[src/rtl/pc_sequencer.sv]
// Program-counter register stage: BOOT/RUN/HALTED sequencing with a valid/ready fetch handshake.
// Optional return-address stack enabled by defining PC_RAS_EN.
module pc_sequencer #(
   parameter int               WIDTH        = 16,
   parameter logic [WIDTH-1:0] RESET_VECTOR = '0,
   parameter int               RAS_DEPTH    = 4
) (
   input  logic             clk,
   input  logic             rst_n,
   output logic [WIDTH-1:0] pc_out,
   input  logic [WIDTH-1:0] pc_inc,
   output logic             fetch_valid,
   input  logic             fetch_ready,
   input  logic             stall,
   input  logic             branch_taken,
   input  logic [WIDTH-1:0] branch_target,
   input  logic             jump,
   input  logic [WIDTH-1:0] jump_target,
   input  logic             halt,
   input  logic             resume,
`ifdef PC_RAS_EN
   input  logic             call,
   input  logic             ret,
   output logic             ras_empty,
   output logic             ras_full,
`endif
   output logic             halted
);

   typedef enum logic [1:0] {BOOT, RUN, HALTED} state_t;

   state_t           state, state_nxt;
   logic [WIDTH-1:0] pc_nxt;

`ifdef PC_RAS_EN
   localparam int PW = (RAS_DEPTH > 1) ? $clog2(RAS_DEPTH) : 1;

   logic [WIDTH-1:0] ras_mem [RAS_DEPTH];
   logic [PW-1:0]    wp, top_idx;
   logic [PW:0]      cnt;
   logic             push, pop;

   // wp points at the next free slot; the stack wraps so a push when full overwrites the oldest
   assign top_idx   = (wp == '0) ? PW'(RAS_DEPTH - 1) : wp - 1'b1;
   assign ras_empty = (cnt == '0);
   assign ras_full  = (cnt == (PW+1)'(RAS_DEPTH));

   always_ff @(posedge clk or negedge rst_n) begin
      if (!rst_n) begin
         wp  <= '0;
         cnt <= '0;
         for (int i = 0; i < RAS_DEPTH; i++) ras_mem[i] <= '0;
      end else if (push) begin
         ras_mem[wp] <= pc_inc;
         wp          <= (wp == PW'(RAS_DEPTH - 1)) ? '0 : wp + 1'b1;
         if (!ras_full) cnt <= cnt + 1'b1;
      end else if (pop && !ras_empty) begin
         wp  <= top_idx;
         cnt <= cnt - 1'b1;
      end
   end
`endif

   always_comb begin
      state_nxt = state;
      pc_nxt    = pc_out;
`ifdef PC_RAS_EN
      push      = 1'b0;
      pop       = 1'b0;
`endif
      case (state)
         BOOT: state_nxt = RUN;
         RUN: begin
            if (halt) begin
               state_nxt = HALTED;
`ifdef PC_RAS_EN
            end else if (ret) begin
               pop    = 1'b1;
               pc_nxt = ras_empty ? RESET_VECTOR : ras_mem[top_idx];
            end else if (call) begin
               push   = 1'b1;
               pc_nxt = jump_target;
`endif
            end else if (jump) begin
               pc_nxt = jump_target;
            end else if (branch_taken) begin
               pc_nxt = branch_target;
            end else if (fetch_ready && !stall) begin
               // fetch_valid is implied by RUN, so this is the accept
               pc_nxt = pc_inc;
            end
         end
         HALTED: if (resume) state_nxt = RUN;
         default: state_nxt = BOOT;
      endcase
   end

   always_ff @(posedge clk or negedge rst_n) begin
      if (!rst_n) begin
         state  <= BOOT;
         pc_out <= RESET_VECTOR;
      end else begin
         state  <= state_nxt;
         pc_out <= pc_nxt;
      end
   end

   assign fetch_valid = (state == RUN);
   assign halted      = (state == HALTED);

endmodule

[config.mk]
export PLATFORM = sky130hd
export DESIGN_NAME = pc_sequencer
export DESIGN_NICKNAME = d
export VERILOG_FILES = /design/src/rtl/pc_sequencer.sv
export SDC_FILE = /design/constraint.sdc
export NUM_CORES = 1
export LEC_CHECK = 0
export CAP_MARGIN = 20
export CORE_ASPECT_RATIO = 0.6
export CORE_MARGIN = 3
export CORE_UTILIZATION = 35
export DETAILED_ROUTE_END_ITERATION = 7
export PLACE_DENSITY = 0.85
export SYNTH_ARGS = -nofsm -noshare
export SYNTH_HDL_FRONTEND = slang
export SYNTH_SLANG_ARGS = --single-unit
[constraint.sdc]
create_clock -name clk -period 1.8 [get_ports clk]
set_input_delay 0.18 -clock clk [delete_from_list [all_inputs] [get_ports clk]]
set_output_delay 0.18 -clock clk [all_outputs]
set_load 0.05 [all_outputs]
==> flow_metrics.env <==
export IMPL_gr_total_overflow=0
export IMPL_rows=14
export IMPL_viasPerCell=4.624
export IMPL_fp_dieW_microns=78.00
export IMPL_start_kind="flop"
export IMPL_io_buffer_count=73
export IMPL_yosys_warnings=0
export IMPL_cp_top_family="buffers and inverters"
export IMPL_setup_tns_ns=0
export IMPL_die_h_microns=49.20
export IMPL_critical_path_slowest_cell="clkdlybuf4s50_1"
export IMPL_fin_crit_sh_pct=89.86
export IMPL_critical_path_arrival_ns=1.44
export IMPL_fmax_mhz=618.2
export IMPL_cap_violations=0
export IMPL_skew_ns=0.004794
export IMPL_wl_per_cell_microns=15.17
export IMPL_synth_most_common_cell="dfrtp_1"
export IMPL_yosys_top_cells_area="dfrtp_1 41%, mux2i_1 15%, mux2_4 14%"
export IMPL_min_path_type="input port to async pin"
export IMPL_stdcell_area_sq_um=1909
export IMPL_min_period_ns=1.618
export IMPL_hold_buffers=0
export IMPL_cts_clk_slew_worst_paths_ns=0.06
export IMPL_p_total_mw=2.785
export IMPL_relSlewSlack_pct=65.66
export IMPL_root_buffer="clkbuf_8"
export IMPL_synth_edff_count=0
export IMPL_diodes=0
export IMPL_place_area_sq_um=1868
export IMPL_max_stage_delay_ns=0.82
export IMPL_routed_wl_microns=3232
export IMPL_p_leak_nw=0.8240
export IMPL_path_cells="clkdlybuf4s50_1"
export IMPL_ys_ff_latch=18
export IMPL_die_area_sq_um=3837
export IMPL_critPathMaxFanout=2
export IMPL_synthArstFlopShare_pct=100.0
export IMPL_synth_top_area_share_pct=41.38
export IMPL_synth_fp_nets=155
export IMPL_grt_pass1_wl_microns=5292
export IMPL_drc_errors=0
export IMPL_cts_repair_resized=0
export IMPL_layout_setup_ws_ns=0.1825
export IMPL_grt_pass1_vias=1020
export IMPL_core_area_sq_um=2733
export IMPL_cts_tree="done"
export IMPL_worstMarginPinSlew_ns=0.5134
export IMPL_rsz0062_at_grt="false"
export IMPL_maxSlewViolCount=0
export IMPL_vias=985
export IMPL_dr_pass1_iters=4
export IMPL_synth_area_leader_cell="dfrtp_1"
export IMPL_cts_made_buffers=3
export IMPL_post_synth_num_cell_types=17
export IMPL_num_io_pins=74
export IMPL_clockBufferDepth=2
export IMPL_syn_area_sq_um=1089
export IMPL_synth_common_cells="18 x dfrtp_1, 17 x nand2_1, 17 x o21ai_0"
export IMPL_grt_total_usage_pct=17.86
export IMPL_avgSynthCellArea_sq_um=11.00
export IMPL_powerDensity_nw_per_um2=1459
export IMPL_critPathRequiredTime_ns=1.62
export IMPL_ir_drop_v=0.0008905
export IMPL_endpoint_kind="output port"
export IMPL_syn_inst=99
export IMPL_antenna_left=0
export IMPL_status="finished, final reports clean"
export IMPL_globalplace_congestion=0.7412
export IMPL_worstSkewPairLatency_ns=0.25
export IMPL_setup_viol=0
export IMPL_start_util_pct=39.84
export IMPL_syn_to_final_growth_pct=75.40
export IMPL_synth_ff_type="dfrtp_1"
export IMPL_grt_start_max_net_pins=33
export IMPL_fin_nets=231
export IMPL_hpwlAfterDp_microns=2601
export IMPL_postCtsSetupBuffers=0
export IMPL_synth_seq_area_share_pct=41.38
export IMPL_path_buf_inv=1
export IMPL_cts_htree_levels=1
export IMPL_drtIter0Drc=31
export IMPL_drive_above_1_share_pct=15.61
export IMPL_hold_viol=0
export IMPL_place_worst_setup_slack_ns=-0.05567
export IMPL_cts_sinks=18
export IMPL_grt_antenna_before_repair=0
export IMPL_crit_type="flop to output port"
[flip-flops by register name (all words and copies together), names as in the netlist]
signal / cells
pc_out: 16
state: 2
[stage by stage]
stage                     std cells  hold WS, ns  utilization (%)
after floorplan                  99      -0.1156                -
after global placement          210       0.4922            68.36
after detailed placement        210       0.4983            68.36
after CTS                       213       0.2571            69.87
after global routing            213       0.2662            69.87
final                           213       0.2556            69.87
[final timing paths]
path	end	slack, ns	from	cells after the start
max in group asynchronous	pc_out[12]$_DFFE_PN0P_	1.35	rst_n	2
min in group clk	pc_out[10]$_DFFE_PN0P_	0.51	pc_out[10]$_DFFE_PN0P_	1
worst min-delay path	pc_out[6]$_DFFE_PN0P_	0.26	rst_n	2
worst max register to register	pc_out[11]$_DFFE_PN0P_	0.27	state[1]$_DFFE_PN0P_	3
worst max-delay path	pc_out[1]	0.18	pc_out[1]$_DFFE_PN0P_	1
worst min register to register	pc_out[10]$_DFFE_PN0P_	0.51	pc_out[10]$_DFFE_PN0P_	1
[layout by cell type, fill, tap and decap left out, drive strengths merged]
cell and instances:
o2bb2ai 1, buf 6, mux2 16, a2111oi 1, and2 1, nand2b 1, nor2b 1, mux2i 16
nand2 17, dfrtp 18, inv 2, nor2 2, clkdlybuf4s50 71, clkbuf 3, o21ai 17
[cells by family (layout without fill, tap and decap cells)]
| logic type | Yosys count | in the layout | share of synthesized area, % |
|---|---|---|---|
| simple gates | 22 | 22 | 8.507 |
| buf+inv | 8 | 82 | 4.252 |
| compound gates | 19 | 19 | 11.15 |
| flops | 18 | 18 | 41.38 |
| mux | 32 | 32 | 34.71 |
[worst register-to-register path, delay by kind of cell (launching register included)]
| family | cells | cell delay [ns] |
|---|---|---|
| multiplexers | 1 | 0.35 |
| buffers and inverters | 1 | 0.22 |
| AO/OA/AOI/OAI | 1 | 0.40 |
| flip-flops | 1 | 0.44 |
[cell type report]
type	instances	area, sq um
multi-input combinational	73	591.8
inverter	2	7.507
tap	40	50.05
clock buffer	3	41.29
timing repair buffer	77	768.2
sequential	18	450.4
fill	201	823.3
[routing by layer]
layer / vias up / GRT usage [%] / share of wire, %
li1: 497 / - / -
met1: 447 / 21.78 / 44
met2: 36 / 30.11 / 49
met3: 5 / 5.351 / 6.0
met4: 0 / 6.105 / 1.4
met5: - / 0 / 0
[power by group]
group | total [mW] | switching (mW) | internal, mW | leakage (nW)
Clock | 0.276 | 0.127 | 0.149 | 0.0216
Combinational | 1.77 | 1.01 | 0.760 | 0.586
Sequential | 0.735 | 0.127 | 0.608 | 0.217
Total | 2.79 | 1.27 | 1.52 | 0.824
No activity file was read; power rests on OpenSTA's default activity.
==> RTL change, RTL diff (same flow settings) <==
The parameter `WIDTH` goes from 16 to 32.
--- a/src/rtl/pc_sequencer.sv
+++ b/src/rtl/pc_sequencer.sv
@@ -3,3 +3,3 @@
 module pc_sequencer #(
-   parameter int               WIDTH        = 16,
+   parameter int               WIDTH        = 32,
    parameter logic [WIDTH-1:0] RESET_VECTOR = '0,
Interface: changed (resized branch_target, jump_target, pc_inc and pc_out); port bits go from 74 to 138. The function was not compared with the original's and may differ.
==> RTL change against the original RTL <==
  * Total power is 92% higher
  * Cell area is 89% higher
  * Critical path depth stayed put
  * Sequential share of layout area hardly changed
  * Sequential cell count is 16 higher
  * Routed wire length is 83% higher
  * Area after synthesis is 91% higher
  * Maximum frequency is 1.8% lower
  * Largest power group unchanged
  * Setup slack worse by 0.029 ns
==> RTL change: results <==
# TYPE chip_impl_metric gauge
chip_impl_info{name="outcome",value="finished clean"} 1
chip_impl_metric{name="detailed_placer_s_ending_hpwl",unit="um"} 4350
chip_impl_metric{name="worst_clock_skew",unit="ns"} 0.00495
chip_impl_metric{name="grt_use_met2",unit="%"} 24.7
chip_impl_metric{name="cp.arrival",unit="ns"} 1.47
chip_impl_metric{name="cts-root-to-sink-buffers",unit=""} 2
chip_impl_metric{name="place.port_buffers",unit=""} 137
chip_impl_metric{name="grt_first_pass_wirelength",unit="um"} 8870
chip_impl_metric{name="insertion_delay",unit="ns"} 0.27
chip_impl_metric{name="synth.distinct_cells",unit=""} 16
chip_impl_metric{name="maximum_number_of_pins_on_one_net_before_global_route_repair",unit=""} 35
chip_impl_metric{name="final_layout_size_suffix_gt1_share",unit="%"} 14.6
chip_impl_info{name="netlist_top_cells_area",value="sky130_fd_sc_hd__dfrtp_1 41%, sky130_fd_sc_hd__mux2_4 22%, sky130_fd_sc_hd__mux2i_1 15%"} 1
chip_impl_metric{name="aggregate_global_route_resource_usage",unit="%"} 16.3
chip_impl_metric{name="synth.net_count",unit=""} 290
chip_impl_metric{name="grt_pass1_vias",unit=""} 1800
chip_impl_metric{name="vias_per_cell",unit=""} 4.71
chip_impl_metric{name="post_dp_cell_area",unit="um2"} 3480
chip_impl_metric{name="r2r_slack",unit="ns"} 0.18
chip_impl_metric{name="cts_htree_levels",unit=""} 2
chip_impl_info{name="reg_top3",value="pc_out x32, state x2"} 1
chip_impl_metric{name="globalplace.congestion",unit=""} 0.755
chip_impl_metric{name="post_cts.repair.setup_buffers",unit=""} 0
chip_impl_metric{name="detail_route.wirelength",unit="um"} 5900
chip_impl_metric{name="number_of_design_rule_violations_left_by_the_first_detailed_router_iteration",unit=""} 62
chip_impl_metric{name="netlist.area_leader.share",unit="%"} 40.8
chip_impl_metric{name="globalRouteMet3Util",unit="%"} 8.39
chip_impl_metric{name="worst_ir_drop_vdd",unit="uV"} 1120
chip_impl_info{name="dominantRegCellSynth",value="sky130_fd_sc_hd__dfrtp_1"} 1
chip_impl_metric{name="static-leakage-power",unit="nW"} 1.58
chip_impl_metric{name="final_nets",unit=""} 425
chip_impl_metric{name="cts_made_buffers",unit=""} 5
chip_impl_info{name="synthTopCellsByCount",value="34 x sky130_fd_sc_hd__dfrtp_1, 33 x sky130_fd_sc_hd__nand2_1, 32 x sky130_fd_sc_hd__mux2i_1, 32 x sky130_fd_sc_hd__o21ai_0, 30 x sky130_fd_sc_hd__mux2_4"} 1
chip_impl_metric{name="tightestPinTransition",unit="ns"} 0.742
## RTL change: changes by cell type in the layout (fill, tap and decap cells not counted), moves of 2 or more
cell                              before  now
sky130_fd_sc_hd__o311a_4               0    2
sky130_fd_sc_hd__nand2_1              17   33
sky130_fd_sc_hd__mux2_4               10   30
sky130_fd_sc_hd__clkbuf_8              3    6
sky130_fd_sc_hd__buf_2                 0    3
sky130_fd_sc_hd__clkdlybuf4s50_1      71  132
sky130_fd_sc_hd__mux2_1                0    2
sky130_fd_sc_hd__o21ai_0              17   32
sky130_fd_sc_hd__mux2_2                6    0
sky130_fd_sc_hd__mux2i_1              16   32
sky130_fd_sc_hd__dfrtp_1              18   34
## RTL change: repair_timing
| item | CTS | global route |
|---|---|---|
| endpoints found under the setup margin | 0 | 29 |
| gates resized for setup | 0 | 1 |
| hold endpoints to repair | 34 | 0 |
| hold buffers | 1 | 0 |
## RTL change: kinds of logic after synthesis
logic type | share of synthesized area, %
simple gates | 7.20
compound gates | 9.36
buf+inv | 4.56
flops | 40.8
mux | 38.1
## RTL change: through the flow
stage	cells	power (mW)	worst slack (ns)
finish	402	5.34	0.153
global placement	392	4.73	-0.0644
global route	402	5.58	0.0815
detailed placement	392	4.76	-0.111
CTS	401	5.36	0.0257
floorplan	186	3.63	0.000785
## RTL change: worst max-delay path by stage
stage | to | slack (ns) | cells after the start | start
5_1_grt | pc_out[4] | 0.08 | 1 | pc_out[4]
3_5_place_dp | pc_out[10] | -0.11 | 4 | fetch_ready
6_report | pc_out[9] | 0.15 | 1 | pc_out[9]
3_3_place_gp | pc_out[10] | -0.06 | 4 | fetch_ready
4_1_cts | pc_out[10] | 0.03 | 3 | state[1]
2_1_floorplan | pc_out[0] | 0.0008 | 4 | state[1]
## RTL change: metal layers
layer | vias to the layer above | wire length (um)
met5 | - | 0
met4 | 0 | 46
met3 | 4 | 722
met2 | 86 | 2520
met1 | 876 | 2620
li1 | 927 | -
## RTL change: power by group
group	internal [mW]	switching, mW	total [mW]
sequential	1.15	0.226	1.37
clock	0.308	0.249	0.557
combinational	1.48	1.94	3.41
## RTL change: cell type report
type	count	area, um2
inverter	2	7.51
tap	80	100
fill	478	2070
timing repair buffer	141	1400
clock inverter	1	5.00
multi-input combinational	137	1160
clock buffer	7	86.3
sequential	34	851
